$ cat src/rtl/spi_frame_tx.sv
// SPI mode-0 frame transmitter: accepts a parallel frame over valid/ready and
// shifts it out MSB-first inside a single nss-low window.
module spi_frame_tx #(
    parameter int FRAME_BITS = 96,
    parameter int CLK_DIV    = 1,
    parameter int CS_IDLE    = 2
) (
    input  logic                  clk,
    input  logic                  rst_n,
    input  logic [FRAME_BITS-1:0] frame_data,
    input  logic                  frame_valid,
    output logic                  frame_ready,
    output logic                  nss,
    output logic                  sck,
    output logic                  mosi,
    output logic                  busy,
    output logic                  done
);
    localparam int BW = $clog2(FRAME_BITS + 1);
    localparam int DW = $clog2(CLK_DIV + 1);
    localparam int GW = $clog2(CS_IDLE + 1);

    typedef enum logic [1:0] {IDLE, SHIFT, HOLD, GAP} state_t;

    state_t                state, state_nx;
    logic [FRAME_BITS-1:0] shreg, shreg_nx;
    logic [BW-1:0]         bit_cnt, bit_cnt_nx;
    logic [DW-1:0]         div, div_nx;
    logic [GW-1:0]         gap, gap_nx;
    logic                  phase, phase_nx;
    logic                  div_end;

    assign div_end = (div == DW'(CLK_DIV - 1));

    always_ff @(posedge clk) begin
        if (!rst_n) begin
            state   <= IDLE;
            shreg   <= '0;
            bit_cnt <= '0;
            div     <= '0;
            gap     <= '0;
            phase   <= 1'b0;
        end else begin
            state   <= state_nx;
            shreg   <= shreg_nx;
            bit_cnt <= bit_cnt_nx;
            div     <= div_nx;
            gap     <= gap_nx;
            phase   <= phase_nx;
        end
    end

    always_comb begin
        state_nx    = state;
        shreg_nx    = shreg;
        bit_cnt_nx  = bit_cnt;
        div_nx      = div;
        gap_nx      = gap;
        phase_nx    = phase;
        frame_ready = (state == IDLE) && rst_n;
        nss         = 1'b1;
        sck         = 1'b0;
        mosi        = 1'b0;
        busy        = (state != IDLE);
        done        = 1'b0;

        case (state)
            IDLE: begin
                if (frame_valid && frame_ready) begin
                    state_nx   = SHIFT;
                    shreg_nx   = frame_data;
                    bit_cnt_nx = '0;
                    div_nx     = '0;
                    phase_nx   = 1'b0;
                end
            end
            SHIFT: begin
                nss  = 1'b0;
                sck  = phase;
                mosi = shreg[FRAME_BITS-1];
                if (div_end) begin
                    div_nx = '0;
                    if (!phase) begin
                        phase_nx = 1'b1;
                    end else begin
                        // Data advances on the falling edge; the last bit is kept for HOLD.
                        phase_nx = 1'b0;
                        if (bit_cnt == BW'(FRAME_BITS - 1)) begin
                            state_nx = HOLD;
                        end else begin
                            bit_cnt_nx = bit_cnt + 1'b1;
                            shreg_nx   = {shreg[FRAME_BITS-2:0], 1'b0};
                        end
                    end
                end else begin
                    div_nx = div + 1'b1;
                end
            end
            HOLD: begin
                nss  = 1'b0;
                mosi = shreg[FRAME_BITS-1];
                if (div_end) begin
                    div_nx   = '0;
                    gap_nx   = '0;
                    state_nx = GAP;
                end else begin
                    div_nx = div + 1'b1;
                end
            end
            GAP: begin
                done = (gap == '0);
                if (gap == GW'(CS_IDLE - 1)) state_nx = IDLE;
                else                         gap_nx   = gap + 1'b1;
            end
            default: state_nx = IDLE;
        endcase
    end
endmodule

$ cat config.mk
export PLATFORM = sky130hd
export DESIGN_NAME = spi_frame_tx
export DESIGN_NICKNAME = d
export VERILOG_FILES = /design/src/rtl/spi_frame_tx.sv
export SDC_FILE = /design/constraint.sdc
export NUM_CORES = 1
export LEC_CHECK = 0
export CORE_ASPECT_RATIO = 0.75
export CORE_MARGIN = 4
export CORE_UTILIZATION = 52
export CTS_CLUSTER_DIAMETER = 80
export DETAILED_ROUTE_END_ITERATION = 8
export PLACE_DENSITY = 0.83
export SYNTH_ARGS = -nofsm -noshare
export SYNTH_HDL_FRONTEND = slang
export SYNTH_SLANG_ARGS = --single-unit
export TNS_END_PERCENT = 100
$ cat constraint.sdc
create_clock -name clk -period 2.4 [get_ports clk]
set_input_delay 0.6 -clock clk [delete_from_list [all_inputs] [get_ports clk]]
set_output_delay 0.6 -clock clk [all_outputs]
set_load 0.03 [all_outputs]
## Word-level counts from Yosys, hierarchy flattened

Index checks and enable logic that the tools add are counted.

- Logic and storage cells: 66
- Register bits: 109
- Input port bits: 99

- Add/subtract/negate cells: 3
- Eq/ne operators: 13
- Reduce and logical (&&, ||, !) cells: 14
- Muxes and demuxes: 30

Operators with widths:

| operator | number |
|---|---|
| $mux W96 | 4 |
| $pmux W96 S2 | 1 |
| $mux W7 | 4 |
| $mux W2 | 8 |
| $ne A2 B2 Y1 const B | 7 |
| $pmux W7 S2 | 1 |
| $mux W1 | 8 |
| $pmux W2 S4 | 1 |
| $reduce_bool A2 Y1 | 4 |
| $add A7 B1 Y7 const B | 1 |
| $eq A7 B7 Y1 const B | 1 |
| $reduce_and A3 Y1 | 2 |
| $reduce_and A6 Y1 | 1 |
| $reduce_and A5 Y1 | 1 |
| $eq A2 B1 Y1 const B | 2 |
| $eq A2 B2 Y1 const B | 2 |
| $logic_not A2 Y1 | 2 |
| $pmux W1 S2 | 2 |
| $pmux W2 S2 | 1 |
| $add A2 B1 Y2 const B | 1 |
| $logic_and A1 B1 Y1 | 2 |
| $ne A2 B1 Y1 const B | 1 |
| $reduce_and A2 Y1 | 1 |
| $reduce_or A2 Y1 | 1 |
| $add A1 B1 Y1 const B | 1 |

## Logic depth before layout (Yosys ltp)

- Word-level depth: 5
- Mapped depth: 10
- Gate-level depth less buffers: 7

## Least setup slack after synthesis

OpenSTA, ideal clock, no wires.

- Path type: input -> output
- From: input rst_n
- To: output frame_ready
- Data arrival time: 1.754 ns
- Path slack: 0.046 ns
- Stages: 5
- Path buffers: 3
- Cell sequence: buf_2 -> clkinv_1 -> clkbuf_1 -> buf_1 -> nor2_1

- Longest elaborated chain between the ends: 1

Ends and longest elaborated chain:

| element | RTL line | RTL |
|---|---|---|
| start: declaration | 9 | `input logic rst_n,` |
| $logic_and A1 B1 Y1 | 60 | `frame_ready = (state == IDLE) && rst_n;` |
| end: declaration | 12 | `output logic frame_ready,` |

Every way passes these cells.

## Final worst setup path

- From: register state[1]
- To: output busy

- Longest elaborated chain between the ends: 1

Ends and longest elaborated chain:

| element | RTL line | RTL |
|---|---|---|
| start: declaration | 25 | `state_t state, state_nx;` |
| start signal: assignment | 44 | `state <= state_nx;` |
| $reduce_bool A2 Y1 | 64 | `busy = (state != IDLE);` |
| end: declaration | 16 | `output logic busy,` |

Every way passes these cells.

==> results.toml <==
[detailed_routing]
drt-initial-drc-count = 202
wl_per_cell_um = 15.2
avgViaCountPerCell = 5.54
drt-total-wl_um = 11400
vias = 4167
ant_nets = 0
drc = 0
first_pass_iters = 5

[timing]
hold_viol = 0
slew_violations = 0
tightest_slew_ns = 0.811
setup_viol = 0
skew_ns = 0.00743
rsz0062_at_grt = "false"
max_slew_margin_pct = 45.3
tns_ns = 0
post-route-period-util_pct = 94.3
period_needed_ns = 2.26
fmax_ghz = 0.442

[layout]
layout_commonest_cell = "dfxtp_1"
fill_cells = 759
layout.nets = 718
final_cell_mix = "dfxtp_1 (108), nor2_1 (98), clkdlybuf4s50_1 (98)"
final_cell_count_no_fill = 752
syn2layout_area_growth_pct = 27.0
layout-drive-gt1-share_pct = 21.4
antenna_cells = 0

[synthesis]
ys_ff_latch = 108
synth.net_count = 632
synth_cells = 525
yosysWarnings = 0
ys_seq_area_share_pct = 39.5
async_flop_share_pct = 0
syn_area_um2 = 5480
yosysUniqueCellTypes = 40
synthFlopType = "dfxtp_1"
synth_edf_count = 0
syn_avg_cell_area_um2 = 10.4

[cts]
cts_tree = "done"
cts_htree_levels = 3
clk_pin_slew_ns = 0.07
cts_root_buf = "clkbuf_16"
ctsLongestPathBuffers = 2
cts_made_buffers = 9
cts_sinks = 108
postCtsSetupBuffers = 0
clock_latency_ns = 0.34

[pwr]
p_seq_share_pct = 30.8
switching_share_pct = 40.9
p_leak_nw = 2.42
power_frac_clock_pct = 15.6
p_per_area_nw_per_um2 = 1360
p_int_mw = 5.61
ir_drop_mv = 0.673
comb_power_share_pct = 53.6
p_sw_mw = 3.88

[critical_path]
cp-end-kind = "primary output"
crit_path_max_fanout = 9
arrival_ns = 1.66
critical_path_class = "register to primary output"
critical_path_required_ns = 1.80
cp-start-kind = "register"

[global_routing]
grt.busiest_layer = "met2"
grt.total_usage_pct = 18.3
use_met2_pct = 30.6
grtUsageMet3_pct = 4.03
antenna_found_initial = 0
grt_pass1_vias = 4157
grt-ovfl-total = 0
grt_max_degree = 80
grt_pass1_wl_um = 18900
met1_usage_pct = 23.5

[floorplanning]
fp.dieArea_um2 = 12300
start_util_pct = 53.2
rows = 32
die_w_um = 127
core-area_um2 = 10300
ioPinCount = 105
die_h_um = 96.9

[placed_design]
hpwl_um = 8010
gp_congestion = 0.866
portBuffers = 104
dp_cells = 736

[run]
drv_cap = 0

[hold_path]
hp-class = "register to register"

[status]
status = "finished, final reports clean"
-- flip-flops by register name, summed over array words and instances (netlist names) --
name	count
shreg	96
bit_cnt	7
state	2
gap	2
phase	1
-- final cells by class --
| cell class | instances | area [um2] | area share [%] |
|---|---|---|---|
| Multi-Input combinational cell | 363 | 3040 | 43.7 |
| Sequential cell | 108 | 2160 | 31.1 |
| Timing Repair Buffer | 120 | 1250 | 17.9 |
| Clock buffer | 9 | 225 | 3.24 |
| Tap cell | 136 | 170 | 2.45 |
| Clock inverter | 7 | 76.3 | 1.10 |
| Inverter | 9 | 36.3 | 0.521 |
-- cells by family after synthesis --
family	Yosys count	synth area share, %
flip-flops	108	39.5
AO/OA/AOI/OAI	124	24.8
multiplexers	98	17.9
buffers and inverters	54	5.48
AND/OR/NAND/NOR	133	10.5
adder cells (fa/ha/maj)	8	1.83
-- critical path, stage by stage (launching register included) --
cell and delay (ns):
dfxtp_1 0.38, inv_1 0.12, ha_1 0.30, inv_1 0.13
dlygate4sd2_1 0.40
-- through the flow --
stage | hold slack (ns) | area, um2 | setup WS [ns] | utilization, % | total power, mW
finish | 0.505 | 6960 | 0.137 | 67.6 | 9.48
global route | 0.522 | 6960 | 0.0307 | 67.6 | 10.2
CTS | 0.508 | 6960 | 0.0533 | 67.7 | 9.59
detailed placement | 0.496 | 6670 | 0.107 | 64.8 | 8.10
global placement | 0.454 | 6670 | 0.146 | 64.8 | 7.84
floorplan | 0.448 | 5480 | 0.0456 | - | 7.11
-- path summary, 6_finish.rpt --
kind	startpoint	to	slack [ns]	cells after the start
hold / removal	state[1]	state[1]	0.51	2
hold reg to reg	state[1]	state[1]	0.51	2
setup / recovery	state[1]	busy	0.14	4
setup reg to reg	state[1]	shreg[49]	0.29	7
-- power groups by stage --
stage	Combinational, mW	Sequential [mW]	Clock (mW)
after floorplan	4.25	2.85	0
after global placement	4.93	2.91	0
after detailed placement	5.14	2.96	0
after CTS	5.15	2.92	1.52
after global routing	5.59	3.01	1.58
final	5.09	2.92	1.48
-- Yosys cell counts (2+ instances only) --
| library cell | number | area, um2 |
|---|---|---|
| a21oi_1 | 6 | 30.0 |
| and2_1 | 2 | 12.5 |
| a32oi_1 | 2 | 17.5 |
| a31oi_1 | 3 | 18.8 |
| buf_6 | 11 | 124 |
| clkbuf_1 | 26 | 97.6 |
| nand3_1 | 9 | 45.0 |
| a211oi_1 | 6 | 45.0 |
| nor2_1 | 98 | 368 |
| a211oi_2 | 90 | 1130 |
| o21ai_0 | 2 | 10.0 |
| buf_2 | 3 | 15.0 |
| buf_1 | 2 | 7.51 |
| dfxtp_1 | 108 | 2160 |
| inv_1 | 7 | 26.3 |
| ha_1 | 8 | 100 |
| buf_4 | 3 | 22.5 |
| o21ai_1 | 2 | 10.0 |
| or4_1 | 3 | 22.5 |
| o31ai_1 | 2 | 15.0 |
| nand2b_1 | 5 | 31.3 |
| o211ai_1 | 4 | 30.0 |
| nand2_1 | 10 | 37.5 |
| mux2i_1 | 97 | 971 |
-- routing by layer --
metal  vias up  routed length [um]
li1       2085                   -
met1      1978                5200
met2        93                5570
met3        11                 521
met4         0                 124
met5         -                   0
-- timing repair --
| action | 4_1_cts | 5_1_grt |
|---|---|---|
| gates resized for setup | 4 | 2 |
| endpoints found under the setup margin | 4 | 1 |
| pin swaps | 0 | 0 |
| hold buffers | 0 | 0 |
Note: power is estimated with default switching activity, not from simulation.
